[src/rtl/fifo_alu_sequencer.sv]
// rtl/fifo_alu_sequencer.sv - command-frame sequencer between a byte FIFO and a 16-bit ALU
//
// Pulls 5-byte command frames (opcode, A hi, A lo, B hi, B lo) from a byte FIFO,
// launches the ALU, waits for completion and presents the result on a
// valid/ready channel. One frame is in flight at a time.
//
// Optional feature: define SEQ_TIMEOUT_EN to compile in a WAIT-state watchdog
// that aborts after TIMEOUT_CYCLES cycles with res_timeout=1.
//
// Ports:
//   clk, rst_n                   clock, asynchronous active-low reset
//   fifo_rdata, fifo_empty       command FIFO read data (valid cycle after pop), empty flag
//   fifo_rd_en                   command FIFO pop strobe
//   alu_a, alu_b, alu_operation  ALU operands and opcode
//   alu_start                    one-cycle ALU launch pulse
//   alu_result, alu_done,
//   alu_overflow                 ALU return path
//   res_data, res_overflow,
//   res_timeout, res_valid,
//   res_ready                    result channel
//   busy                         frame in progress
//   cmd_count                    completed commands (wraps)

module fifo_alu_sequencer #(
   parameter int unsigned TIMEOUT_CYCLES = 64
) (
   input  logic        clk,
   input  logic        rst_n,
   input  logic [7:0]  fifo_rdata,
   input  logic        fifo_empty,
   output logic        fifo_rd_en,
   output logic [15:0] alu_a,
   output logic [15:0] alu_b,
   output logic [2:0]  alu_operation,
   output logic        alu_start,
   input  logic [15:0] alu_result,
   input  logic        alu_done,
   input  logic        alu_overflow,
   output logic [15:0] res_data,
   output logic        res_overflow,
   output logic        res_timeout,
   output logic        res_valid,
   input  logic        res_ready,
   output logic        busy,
   output logic [7:0]  cmd_count
);

   typedef enum logic [1:0] {
      FETCH = 2'd0,
      ISSUE = 2'd1,
      WAIT  = 2'd2,
      OUT   = 2'd3
   } state_t;

   state_t     state;
   logic [2:0] pop_cnt;      // pops issued for the current frame
   logic [2:0] cap_cnt;      // bytes captured for the current frame
   logic       pop_pending;  // a pop was issued last cycle; its byte is on fifo_rdata now

`ifdef SEQ_TIMEOUT_EN
   logic [7:0] wdog;
`endif

   // The pop strobe must react to fifo_empty in the same cycle, so it is
   // decoded from registered state rather than registered itself. rst_n gates
   // it so the strobe is low for the whole reset assertion.
   assign fifo_rd_en = rst_n && (state == FETCH) && !fifo_empty && (pop_cnt < 3'd5);

   assign busy = (state != FETCH) || (cap_cnt != 3'd0);

`ifndef SEQ_TIMEOUT_EN
   assign res_timeout = 1'b0;
`endif

   always_ff @(posedge clk or negedge rst_n) begin
      if (!rst_n) begin
         state         <= FETCH;
         pop_cnt       <= 3'd0;
         cap_cnt       <= 3'd0;
         pop_pending   <= 1'b0;
         alu_a         <= 16'd0;
         alu_b         <= 16'd0;
         alu_operation <= 3'd0;
         alu_start     <= 1'b0;
         res_data      <= 16'd0;
         res_overflow  <= 1'b0;
         res_valid     <= 1'b0;
         cmd_count     <= 8'd0;
`ifdef SEQ_TIMEOUT_EN
         res_timeout   <= 1'b0;
         wdog          <= 8'd0;
`endif
      end else begin
         pop_pending <= fifo_rd_en;

         case (state)
            FETCH: begin
               if (fifo_rd_en) begin
                  pop_cnt <= pop_cnt + 3'd1;
               end
               // Capture is driven by the pop of the previous cycle, so an
               // empty gap simply stalls both counters with the frame intact.
               if (pop_pending) begin
                  case (cap_cnt)
                     3'd0:    alu_operation <= fifo_rdata[2:0];
                     3'd1:    alu_a[15:8]   <= fifo_rdata;
                     3'd2:    alu_a[7:0]    <= fifo_rdata;
                     3'd3:    alu_b[15:8]   <= fifo_rdata;
                     default: alu_b[7:0]    <= fifo_rdata;
                  endcase
                  if (cap_cnt == 3'd4) begin
                     // pop_cnt is already 5 here, so no pop competes with the clear
                     cap_cnt   <= 3'd0;
                     pop_cnt   <= 3'd0;
                     alu_start <= 1'b1;
                     state     <= ISSUE;
                  end else begin
                     cap_cnt <= cap_cnt + 3'd1;
                  end
               end
            end

            ISSUE: begin
               alu_start <= 1'b0;
`ifdef SEQ_TIMEOUT_EN
               wdog      <= 8'd0;
`endif
               state     <= WAIT;
            end

            WAIT: begin
               if (alu_done) begin
                  res_data     <= alu_result;
                  res_overflow <= alu_overflow;
                  res_valid    <= 1'b1;
`ifdef SEQ_TIMEOUT_EN
                  res_timeout  <= 1'b0;
`endif
                  state        <= OUT;
               end
`ifdef SEQ_TIMEOUT_EN
               // wdog counts WAIT cycles already spent, so expiry is on the
               // TIMEOUT_CYCLES-th cycle; alu_done in that cycle takes the branch above.
               else if (wdog == 8'(TIMEOUT_CYCLES - 1)) begin
                  res_data     <= 16'd0;
                  res_overflow <= 1'b0;
                  res_timeout  <= 1'b1;
                  res_valid    <= 1'b1;
                  state        <= OUT;
               end else begin
                  wdog <= wdog + 8'd1;
               end
`endif
            end

            OUT: begin
               if (res_ready) begin
                  res_valid <= 1'b0;
                  cmd_count <= cmd_count + 8'd1;
                  state     <= FETCH;
               end
            end

            default: state <= FETCH;
         endcase
      end
   end

endmodule

[config.mk]
export PLATFORM = sky130hd
export DESIGN_NAME = fifo_alu_sequencer
export DESIGN_NICKNAME = d
export VERILOG_FILES = /design/src/rtl/fifo_alu_sequencer.sv
export SDC_FILE = /design/constraint.sdc
export NUM_CORES = 1
export LEC_CHECK = 0
export ABC_AREA = 1
export CELL_PAD_IN_SITES_DETAIL_PLACEMENT = 1
export CELL_PAD_IN_SITES_GLOBAL_PLACEMENT = 1
export CORE_ASPECT_RATIO = 1.2
export CORE_MARGIN = 2
export CORE_UTILIZATION = 35
export DETAILED_ROUTE_END_ITERATION = 16
export PLACE_DENSITY_LB_ADDON = 0.1
export SETUP_SLACK_MARGIN = 0.4
export SLEW_MARGIN = 20
export SYNTH_ARGS = -nofsm -noshare
export SYNTH_HDL_FRONTEND = slang
export SYNTH_SLANG_ARGS = --single-unit
[constraint.sdc]
create_clock -name clk -period 2 [get_ports clk]
set_input_delay 0.6 -clock clk [delete_from_list [all_inputs] [get_ports clk]]
set_output_delay 0.6 -clock clk [all_outputs]
set_load 0.1 [all_outputs]
# --- After elaboration in Yosys (flattened, before gate mapping) ---
# Cells that the tools add are included.
totals:
  reg_bits: 71
  inputBits: 30
  out_inout_bits: 65
  wordCells: 68
op_classes:
  n_addsub: 3
  n_lt_le_gt_ge: 1
  n_eq_ne: 11
  muxes: 15
  bitwise: 1
  reduce_logical: 23
ops:
  columns: ["op", "count"]
  rows:
  - ["3-bit AND reduction", 7]
  - ["3-bit 2-to-1 mux", 4]
  - ["8-bit by 1-bit adder with 8-bit output, second input constant", 1]
  - ["2-bit 2-to-1 mux", 4]
  - ["2-bit one-hot mux with 4 select lines", 1]
  - ["3-bit by 1-bit adder with 3-bit output, second input constant", 2]
  - ["3-bit by 2-bit equality test with 1-bit output, second input constant", 2]
  - ["2-bit != test, second input constant", 3]
  - ["2-bit AND reduction", 3]
  - ["2-bit nonzero test", 3]
  - ["2-bit equality test, second input constant", 2]
  - ["1-bit 2-to-1 mux", 4]
  - ["1-bit one-hot mux with 2 select lines", 2]
  - ["4-bit AND reduction", 1]
  - ["4-bit OR reduction", 1]
  - ["3-bit by 1-bit equality test with 1-bit output, second input constant", 1]
  - ["3-bit equality test, second input constant", 1]
  - ["1-bit logical AND", 3]
  - ["3-bit zero test", 1]
  - ["3-bit < comparator, second input constant", 1]
  - ["3-bit nonzero test", 1]
  - ["2-bit by 1-bit equality test with 1-bit output, second input constant", 1]
  - ["2-bit zero test", 1]
  - ["2-bit by 1-bit != test with 1-bit output, second input constant", 1]
  - ["3 further kinds", 3]

# --- Depth between registers and ports, before layout ---
# Gate-level depths: netlist of run 1.
depth:
  word_depth: 7
  mapped_depth: 9
  ltp_nobuf: 9

# --- Worst setup path before layout of run 1 ---
# Ideal clock, no wire load.
synth_timing:
  path_kind: "reg2out"
  from: "register state[0]"
  to: "output fifo_rd_en"
  arrival_ns: 1.619
  required_ns: 1.400
  setup_slack_ns: -0.219
  stages_incl_launch_ff: 7
  path_buffers: 0
  path_cell_list: "dfrtp_1 inv_1 ha_1 nand2_1 nor2_2 nand2_1 inv_1"
synth_via:
  elab_chain_len: 4
synth_lines:
  columns: ["item", "line_no", "text"]
  rows:
  - ["start: declaration", "55", "state_t state;"]
  - ["start signal: assignment", "77", "state <= FETCH;"]
  - ["start signal: assignment", "116", "state <= ISSUE;"]
  - ["start signal: assignment", "128", "state <= WAIT;"]
  - ["2-bit zero test", "67", "assign fifo_rd_en = rst_n && (state == FETCH) && !fifo_empty && (pop_cnt < 3'd5);"]
  - ["1-bit logical AND (3 in series)", "67", null]
  - ["end: declaration", "31", "output logic fifo_rd_en,"]
# Every way passes these cells.

# --- Final worst setup path of run 1 ---
# Same ends and word-level chain as after synthesis.

==> results of run 1 <==
## worst max path at each step
stage          cells past startpoint        from  slack, ns         end
2_1_floorplan                      6    state[1]       0.14  fifo_rd_en
3_3_place_gp                       5  fifo_empty       -0.1  fifo_rd_en
3_5_place_dp                       5  fifo_empty      -0.12  fifo_rd_en
4_1_cts                            7    state[0]      -0.06  fifo_rd_en
5_1_grt                            7    state[0]      -0.12  fifo_rd_en
6_report                           7    state[0]      -0.04  fifo_rd_en
## critical path: cells and delay by family, from the launching register on
kind	cells	cell delay (ns)
fa+ha+maj	1	0.15
buf+inv	3	0.34
simple gates	3	0.22
flops	1	0.39
## repair_timing
| action | 4_1_cts | 5_1_grt |
|---|---|---|
| hold buffers | 0 | 0 |
| endpoints found under the setup margin | 6 | 24 |
| gates resized for setup | 6 | 20 |
| setup buffers | 9 | 11 |
| pin swaps | 2 | 2 |
| cloned | 0 | 3 |
## power by group through the flow
stage                     Clock, W  Sequential (W)  Combinational [W]
final                      0.00124         0.00143           0.000120
after global routing       0.00132         0.00143           0.000133
after CTS                  0.00127         0.00143           0.000123
after detailed placement         0         0.00146           0.000122
after global placement           0         0.00146           0.000121
after floorplan                  0         0.00146          0.0000266
## sequential cells by signal, summed over array words and instances, names as in the netlist
register       count
alu_a             16
alu_b             16
alu_operation      3
alu_start          1
cap_cnt            3
cmd_count          8
pop_cnt            3
pop_pending        1
res_data          16
res_overflow       1
res_valid          1
state              2
## cells by family after synthesis
logic type	share of synthesized area (%)
AO/OA/AOI/OAI	9.247
other	0.1200
XOR/XNOR	1.121
adder cells (fa/ha/maj)	4.403
flip-flops	56.85
buffers and inverters	6.445
AND/OR/NAND/NOR	21.82
## synthesized netlist by cell type (all sizes together)
cell and count:
nor2 9, o21ai 38, or2 1, o22ai 1, ha 11, a21oi 2, nor3 1, buf 7
nand3b 1, nand3 13, nand4 4, dfrtp 71, clkinv 2, conb 1, nand2 131, inv 34
xor2 4
## layer usage
layer	part of all wire (%)	global-route usage, %
met1	40	22.13
met2	54	33.73
met5	0	0
met3	3.9	5.042
met4	1.6	6.484
## through the flow
stage,hold slack (ns),std cells,instance area (um^2)
2_1_floorplan,0.3044,331,3161
3_3_place_gp,0.4954,539,4865
3_5_place_dp,0.5062,539,4865
4_1_cts,0.5347,563,5152
5_1_grt,0.5587,577,5351
6_report,0.5271,577,5351
## cell type report
class	instances	area [um^2]
clock buffers	9	123.9
clock inverters	6	86.33
fillers	922	3259
inverters	36	146.4
multi-input cells	219	1271
flip-flops and latches	71	1784
well taps	117	146.4
repair buffers	118	1787
repair inverters	1	6.256
==> impl_metrics.env, run 1 <==
export IMPL_timing_rr_start="state[0]"
export IMPL_hpwl_mm=6.299
export IMPL_fp_dieH_um=107.5
export IMPL_detail_route_wl_per_cell_um=16.19
export IMPL_die_area_um2=9705
export IMPL_dr_pass1_iters=4
export IMPL_cts_root_buf="clkbuf_8"
export IMPL_setup_viol=2
export IMPL_drive_gt1_share_pct=35.65
export IMPL_synth_top_area_share_pct=56.85
export IMPL_overflow=0
export IMPL_postSynthAreaPerCell_um2=9.443
export IMPL_cp_slowest_cell="dfrtp_1"
export IMPL_num_antenna_cells=0
export IMPL_crit_path_cell_trace="inv_2 -> ha_4 -> nand2_4 -> nor2_4 -> nand2_2 -> clkinvlp_4 -> buf_12"
export IMPL_worstMarginPinSlew_ns=0.9145
export IMPL_cap_violations=0
export IMPL_core_region_area_um2=8611
export IMPL_p_int_w=0.002181
export IMPL_p_per_area_nw_per_um2=522.9
export IMPL_finalCoreUtilization_pct=62.15
export IMPL_p_leak_nw=2.683
export IMPL_rows=37
export IMPL_total_power_w=0.002798
export IMPL_cts_buffers=9
export IMPL_critPathMaxStageDelay_ns=0.39
export IMPL_drt_initial_drc_count=124
export IMPL_drc_errors=0
export IMPL_io_buffer_count=93
export IMPL_syn2layout_area_growth_pct=71.22
export IMPL_cts_tree="built"
export IMPL_grt_pass1_vias=2871
export IMPL_slew_headroom_pct=39.03
export IMPL_vias=2715
export IMPL_synth_nets=372
export IMPL_rsz0062_at_grt="true"
export IMPL_setup_ws_ns=-0.03946
export IMPL_cts_max_level=3
export IMPL_path_max_fanout=2
export IMPL_clock_power_share_pct=44.5
export IMPL_start_kind="flop"
export IMPL_pwr_share_seq_pct=51.3
export IMPL_required_ns=1.40
export IMPL_crit_path_end_kind="output port"
export IMPL_dpl_worst_slack_ns=-0.1186
export IMPL_num_io_pins=95
export IMPL_ys_ff_latch=71
export IMPL_mostFrequentLayoutCell="nand2_1"
export IMPL_r2r_end="alu_operation[0]"
export IMPL_synth_area_leader_cell="dfrtp_1"
export IMPL_yosysWarnings=0
export IMPL_finalCritPeriodShare_pct=102.0
export IMPL_rrSetupSlack_ns=0.47
export IMPL_status="finished, violations left"
export IMPL_final_setup_skew_ns=0.009081
export IMPL_die_w_um=90.27
export IMPL_start_util_pct=36.30
export IMPL_reg2regPathDepth=9
export IMPL_irDropWorstVdd_mv=0.2875
export IMPL_clk_latency_ns=0.34
export IMPL_switching_share_pct=22.06
export IMPL_nets=497
export IMPL_combPwrFrac_pct=4.3
export IMPL_synthTopCellsByArea="dfrtp_1 (57%), nand2_1 (15%), o21ai_2 (6.2%)"
export IMPL_min_path_type="input pin to asynchronous set/reset pin"
export IMPL_max_freq_mhz=490.3
export IMPL_antenna_found_initial=0
export IMPL_violations="negative setup slack"
export IMPL_tns_ns=-0.07884
export IMPL_clock_sinks=71
export IMPL_grt_max_degree=72
export IMPL_grt_pass1_wl_mm=14.52
export IMPL_cp_arrival_ns=1.44
export IMPL_power_switching_w=0.0006173
export IMPL_hold_viol_final=0
export IMPL_detail_route_vias_per_cell=4.705
export IMPL_syn_area_um2=3125
export IMPL_cts_clk_slew_worst_paths_ns=0.08
export IMPL_maxSlewViolCount=0
export IMPL_clk_path_buf_depth=2
export IMPL_syn_inst=331
export IMPL_place_congestion=0.7501
export IMPL_final_cell_mix="nand2_1 (118), buf_12 (66), dfrtp_1 (65)"
export IMPL_grt_total_usage_pct=18.94
export IMPL_synth_distinct_cells=28
export IMPL_setup_worst_path_class="flop to output port"
export IMPL_ys_seq_area_share_pct=56.85
export IMPL_ant_nets=0
export IMPL_period_minus_slack_ns=2.039
export IMPL_wl_mm=9.343
No activity file was read; power rests on OpenSTA's default activity.
==> run 2, diff against run 1 <==
CORE_MARGIN = unset   (was 2)
==> run 2 against run 1 <==
  * The flow still finishes with violations (negative setup slack)
  * Count of clock-buffer cells in the layout rose by 4
  * Final area grew 8.0%
  * Final cell count increased by 2.1%
  * Routed wire length rose by 16%
  * Worst setup slack got worse by 0.046 ns
  * Critical path type unchanged
  * Largest cell class unchanged
==> impl_metrics.env, run 2 (synthesis gave the netlist of run 1 again) <==
export IMPL_core_region_area_um2=8611
export IMPL_n_fill_cell=875
export IMPL_cts_root_buf="clkbuf_8"
export IMPL_rsz0062_at_grt="true"
export IMPL_hold_viol_final=0
export IMPL_grt_pass1_vias=2876
export IMPL_clk_path_buf_depth=2
export IMPL_grt_total_usage_pct=20.17
export IMPL_crit_path_end_kind="output port"
export IMPL_setup_ws_ns=-0.08533
export IMPL_critPathMaxStageDelay_ns=0.39
export IMPL_busiest_layer="met2"
export IMPL_grt_use_met2_pct=35.99
export IMPL_dp_cells=539
export IMPL_cap_violations=0
export IMPL_detail_route_vias_per_cell=4.737
export IMPL_crit_path_cell_trace="inv_2 -> ha_4 -> nand2_4 -> nor2_4 -> nand2_2 -> clkinvlp_4 -> buf_12"
export IMPL_antenna_found_initial=0
export IMPL_io_buffer_count=93
export IMPL_drt_initial_drc_count=117
export IMPL_vias=2790
export IMPL_syn2layout_area_growth_pct=84.87
export IMPL_start_kind="flop"
export IMPL_period_minus_slack_ns=2.085
export IMPL_p_per_area_nw_per_um2=499.6
export IMPL_rows=37
export IMPL_place_congestion=0.7569
export IMPL_clk_latency_ns=0.35
export IMPL_irDropWorstVdd_mv=0.5189
export IMPL_stdcell_count=589
export IMPL_status="finished, violations left"
export IMPL_min_path_type="input pin to asynchronous set/reset pin"
export IMPL_maxSlewViolCount=0
export IMPL_setup_worst_path_class="flop to output port"
export IMPL_cp_slowest_cell="dfrtp_1"
export IMPL_cts_buffers=9
export IMPL_required_ns=1.40
export IMPL_setup_viol=2
export IMPL_grt_pass1_wl_mm=14.14
export IMPL_die_area_um2=9314
export IMPL_hold_slack_ns=0.2962
export IMPL_finalInstanceArea_um2=5778
export IMPL_final_cell_mix="nand2_1 (94), buf_12 (70), dfrtp_1 (56)"
export IMPL_cts_max_level=3
export IMPL_finalCoreUtilization_pct=67.10
export IMPL_grt_max_degree=72
export IMPL_final_setup_skew_ns=0.009081
export IMPL_nets=508
export IMPL_met1_usage_pct=22.68
export IMPL_cp_arrival_ns=1.49
export IMPL_mostFrequentLayoutCell="nand2_1"
export IMPL_num_io_pins=95
export IMPL_max_freq_mhz=479.5
export IMPL_place_area_um2=4877
export IMPL_reg2regPathDepth=11
export IMPL_drive_gt1_share_pct=46.82
export IMPL_largest_registers="alu_a: 16 flops, alu_b: 16 flops, res_data: 16 flops"
export IMPL_clock_sinks=71
export IMPL_violations="negative setup slack"
export IMPL_die_w_um=88.27
export IMPL_start_util_pct=36.30
export IMPL_num_antenna_cells=0
export IMPL_cts_tree="built"
export IMPL_ant_nets=0
export IMPL_dr_pass1_iters=4
export IMPL_hpwl_mm=6.308
export IMPL_fp_dieH_um=105.5
export IMPL_dpl_worst_slack_ns=-0.1118
export IMPL_path_max_fanout=2
export IMPL_cts_clk_slew_worst_paths_ns=0.08
export IMPL_p_leak_nw=2.756
export IMPL_finalCritPeriodShare_pct=104.3
export IMPL_use_met3_pct=4.855
export IMPL_overflow=0
export IMPL_detail_route_wl_per_cell_um=18.40
export IMPL_wl_mm=10.84
export IMPL_drc_errors=0
==> run 2: changes by cell type in the layout (fill, tap and decap cells not counted), moves of 5 or more <==
| cell | change |
|---|---|
| nand2_1 | -24 |
| nand2_4 | +20 |
| dfrtp_1 | -9 |
| dfrtp_2 | +9 |
| o21ai_1 | -7 |
| o21ai_2 | +7 |
| buf_4 | +5 |
==> run 2: layout make-up <==
| type | count | area [um^2] | area share [%] |
|---|---|---|---|
| clock buffers | 13 | 158.9 | 2.750 |
| clock inverters | 3 | 65.06 | 1.126 |
| inverters | 36 | 155.1 | 2.685 |
| multi-input cells | 218 | 1493 | 25.83 |
| flip-flops and latches | 71 | 1795 | 31.07 |
| well taps | 117 | 146.4 | 2.534 |
| repair buffers | 131 | 1964 | 34.00 |
==> run 2: metal layers <==
layer	vias up	routed length [um]
li1	1310	-
met1	1393	4270
met2	70	5892
met3	17	450
met4	0	223
met5	-	0
==> run 2: path summary, 6_finish.rpt <==
path,startpoint,endpoint,slack [ns]
max,state[0],fifo_rd_en,-0.09
min,rst_n,alu_operation[1],0.30
max reg2reg,state[1],alu_b[10],0.34
min reg2reg,pop_cnt[2],pop_cnt[2],0.52
max in group asynchronous,rst_n,alu_b[15],1.37
min in group clk,pop_cnt[2],pop_cnt[2],0.52
==> run 2: where the power goes <==
part / leakage, nW / switching (W) / internal [W]
combinational: 1.87 / 0.0000692 / 0.0000566
sequential: 0.768 / 0 / 0.00143
clock: 0.114 / 0.000556 / 0.000771
total: 2.76 / 0.000626 / 0.00226
==> run 2: through the flow <==
stage / TNS (ns) / power [W]
global placement: -0.09607 / 0.001588
global route: -0.2840 / 0.002989
detailed placement: -0.1118 / 0.001589
CTS: -0.1134 / 0.002887
floorplan: 0 / 0.001490
finish: -0.1424 / 0.002887
==> run 2: repair_timing <==
| item | CTS | global route |
|---|---|---|
| endpoints found under the setup margin | 6 | 60 |
| hold buffers | 0 | 0 |
| resized for setup | 31 | 69 |
| setup buffers | 9 | 23 |
| pin swaps | 21 | 8 |
| cloned | 0 | 2 |
==> run 2: worst max-delay path: cells and delay by family (launching register included) <==
| family | cells | cell delay (ns) |
|---|---|---|
| adder cells (fa/ha/maj) | 1 | 0.15 |
| buffers and inverters | 3 | 0.35 |
| flip-flops | 1 | 0.39 |
| AND/OR/NAND/NOR | 3 | 0.23 |
==> run 3, diff against run 2 <==
ABC_CLOCK_PERIOD_IN_PS = 2000   (was unset)
==> results of run 3 <==
Same layout as run 2: the final DEF is identical, and so are final timing and power.
==> edit: new RTL, config.mk and constraints of run 2 <==
Build with the macro `SEQ_TIMEOUT_EN` defined.
--- a/src/rtl/fifo_alu_sequencer.sv
+++ b/src/rtl/fifo_alu_sequencer.sv
@@ -20,6 +20,8 @@
 //   res_ready                    result channel
 //   busy                         frame in progress
 //   cmd_count                    completed commands (wraps)
+
+`define SEQ_TIMEOUT_EN
 
 module fifo_alu_sequencer #(
    parameter int unsigned TIMEOUT_CYCLES = 64
Formal check against the unedited RTL: no difference found for any inputs over 10 cycles, from zero or initial values and one cycle with rst_n low; that may be too few to reach the edited logic, so the function may still have changed.
==> edit against run 2 <==
The flow still finishes with violations (setup timing). Sequential share of layout area up 0.86 points. Register-to-register slack worse by 0.16 ns. Sequential cell count up 9. Wire length up 9.8%. Largest cell class is now registers. Final area up 9.0%. Via count up 19%. Area after synthesis up 17%. Worst setup slack better by 0.059 ns.
Power is not shown: default switching activity piles up to over one toggle a cycle in this logic, so the estimate is an artifact.
==> edit: results (changes against run 2) <==
* Status: finished with violations
* Failing checks: setup timing
* GPL Wtd Cong at 0.766 (+1.2%)
* Vias per cell at 4.93 (+4.1%)
* WP data arrival at 1.43 ns (-0.06 ns)
* Main synth FF type: dfrtp_1
* Port Buf Inserts at 94 (+1.1%)
* Setup violators final at 1 (-1)
* Fin Clk Skew at 0.00596 ns (-0.00313 ns)
* Final worst slack at -0.0262 ns (+0.0592 ns)
* Largest net degree at the start of global routing at 43 (-40%)
* Vias in the first global route at 3469 (+21%)
* 1st-pass router iterations at 4 (unchanged)
* Initial antenna violation count at 0 (unchanged)
* Top flop regs: alu_a x16, alu_b x16, res_data x16
* Post-CTS Hold Fix Bufs at 0 (unchanged)
* Worst skew pair latency at 0.33 ns (-0.02 ns)
* Post-synth net total at 456 (+23%)
* DR iter-0 viols at 95 (-19%)
* Slew of the pin with the lowest slew margin at 0.543 ns
* Count of different cell masters after synthesis at 30 (+7.1%)
* Syn. warnings at 0 (unchanged)
* Routed wire length at 11.9 mm (+9.8%)
* Synth top area cells: dfrtp_1 55%, nand2_1 14%, nand3_1 4.8%
* Clock tree root buffer cell: clkbuf_16
* DP Wirelength at 7.29 mm (+16%)
* Top-count cell post-synth: nand2_1
* First-pass GRT wire length at 17.1 mm (+21%)
* Max FO, Critical Path at 2 (unchanged)
* Final setup TNS at -0.0262 ns (+0.116 ns)
* H-Tree Depth at 3 (unchanged)
* Register area share after synthesis at 54.8% (-2.1 points)
* Async S/R FF share, synth at 100% (unchanged)
* Commonest cells post-synth: 139 x nand2_1, 80 x dfrtp_1, 40 x inv_1
* HP Class: in -> async
* Antenna diodes at 0 (unchanged)
* Share of post-route cells with drive strength above 1 at 35.2% (-12 points)
* Nets at 585 (+15%)
* Clock slew seen by the registers of the worst setup and hold paths at 0.06 ns (-0.02 ns)
* Clk buf depth at 2 (unchanged)
* TritonCTS buffer count at 9 (unchanged)
* All-layer global routing usage at 20.9% (+0.71 points)
==> edit: per-stage QoR <==
step | cell area (sq um) | setup WS, ns | std cells | hold WS, ns
2_1_floorplan | 3680 | 0.0319 | 414 | 0.304
3_3_place_gp | 5430 | -0.158 | 634 | 0.508
3_5_place_dp | 5430 | -0.161 | 634 | 0.532
4_1_cts | 5920 | -0.00200 | 659 | 0.422
5_1_grt | 6300 | -0.0659 | 674 | 0.445
6_report | 6300 | -0.0262 | 674 | 0.402
==> edit: area by class of cell <==
cell class	instances	area (sq um)
Clock buffer	11	253
Clock inverter	5	103
Fill cell	1059	3760
Inverter	44	180
Multi-Input combinational cell	285	1760
Sequential cell	80	2010
Tap cell	126	158
Timing Repair Buffer	122	1830
Timing Repair inverter	1	5.00
==> edit: path summary, 6_finish.rpt <==
kind | cells after the start | endpoint | slack (ns) | start
setup / recovery | 5 | fifo_rd_en | -0.03 | state[1]$_DFFE_PN0P_
hold / removal | 2 | wdog[6]$_DFFE_PN0P_ | 0.40 | rst_n
setup reg to reg | 8 | alu_b[0]$_DFFE_PN0P_ | 0.18 | cap_cnt[1]$_DFFE_PN0P_
hold reg to reg | 2 | alu_a[3]$_DFFE_PN0P_ | 0.55 | alu_a[3]$_DFFE_PN0P_
max in group asynchronous | 3 | alu_a[11]$_DFFE_PN0P_ | 0.64 | rst_n
min in group clk | 2 | alu_a[3]$_DFFE_PN0P_ | 0.55 | alu_a[3]$_DFFE_PN0P_
==> edit: repair_timing <==
item                       in CTS  in global routing
setup endpoints to repair      31                 55
gates resized for setup        21                 67
buffers inserted                9                 11
pin swaps                       4                 22
gates cloned                    0                  4
==> edit: cells by family after synthesis <==
| kind of cell | after synthesis | share of synthesized area [%] |
|---|---|---|
| AO/OA/AOI/OAI | 49 | 7.16 |
| XOR/XNOR | 5 | 1.20 |
| adder cells (fa/ha/maj) | 12 | 4.11 |
| buffers and inverters | 52 | 6.16 |
| flip-flops | 80 | 54.8 |
| AND/OR/NAND/NOR | 216 | 26.6 |
==> edit: metal layers <==
metal | vias up | global-route usage (%) | share of wire, % | routed length [um]
li1 | 1575 | - | - | -
met1 | 1638 | 23.3 | 37 | 4450
met2 | 87 | 37.0 | 54 | 6370
met3 | 25 | 5.67 | 5.5 | 652
met4 | 0 | 8.28 | 3.5 | 420
met5 | - | 0 | 0 | 0
==> edit: critical path, stage by stage (launching register included) <==
cell and delay (ns):
dfrtp_1 0.41, inv_2 0.10, ha_4 0.16, nand3_4 0.08, a21oi_4 0.15, buf_12 0.19
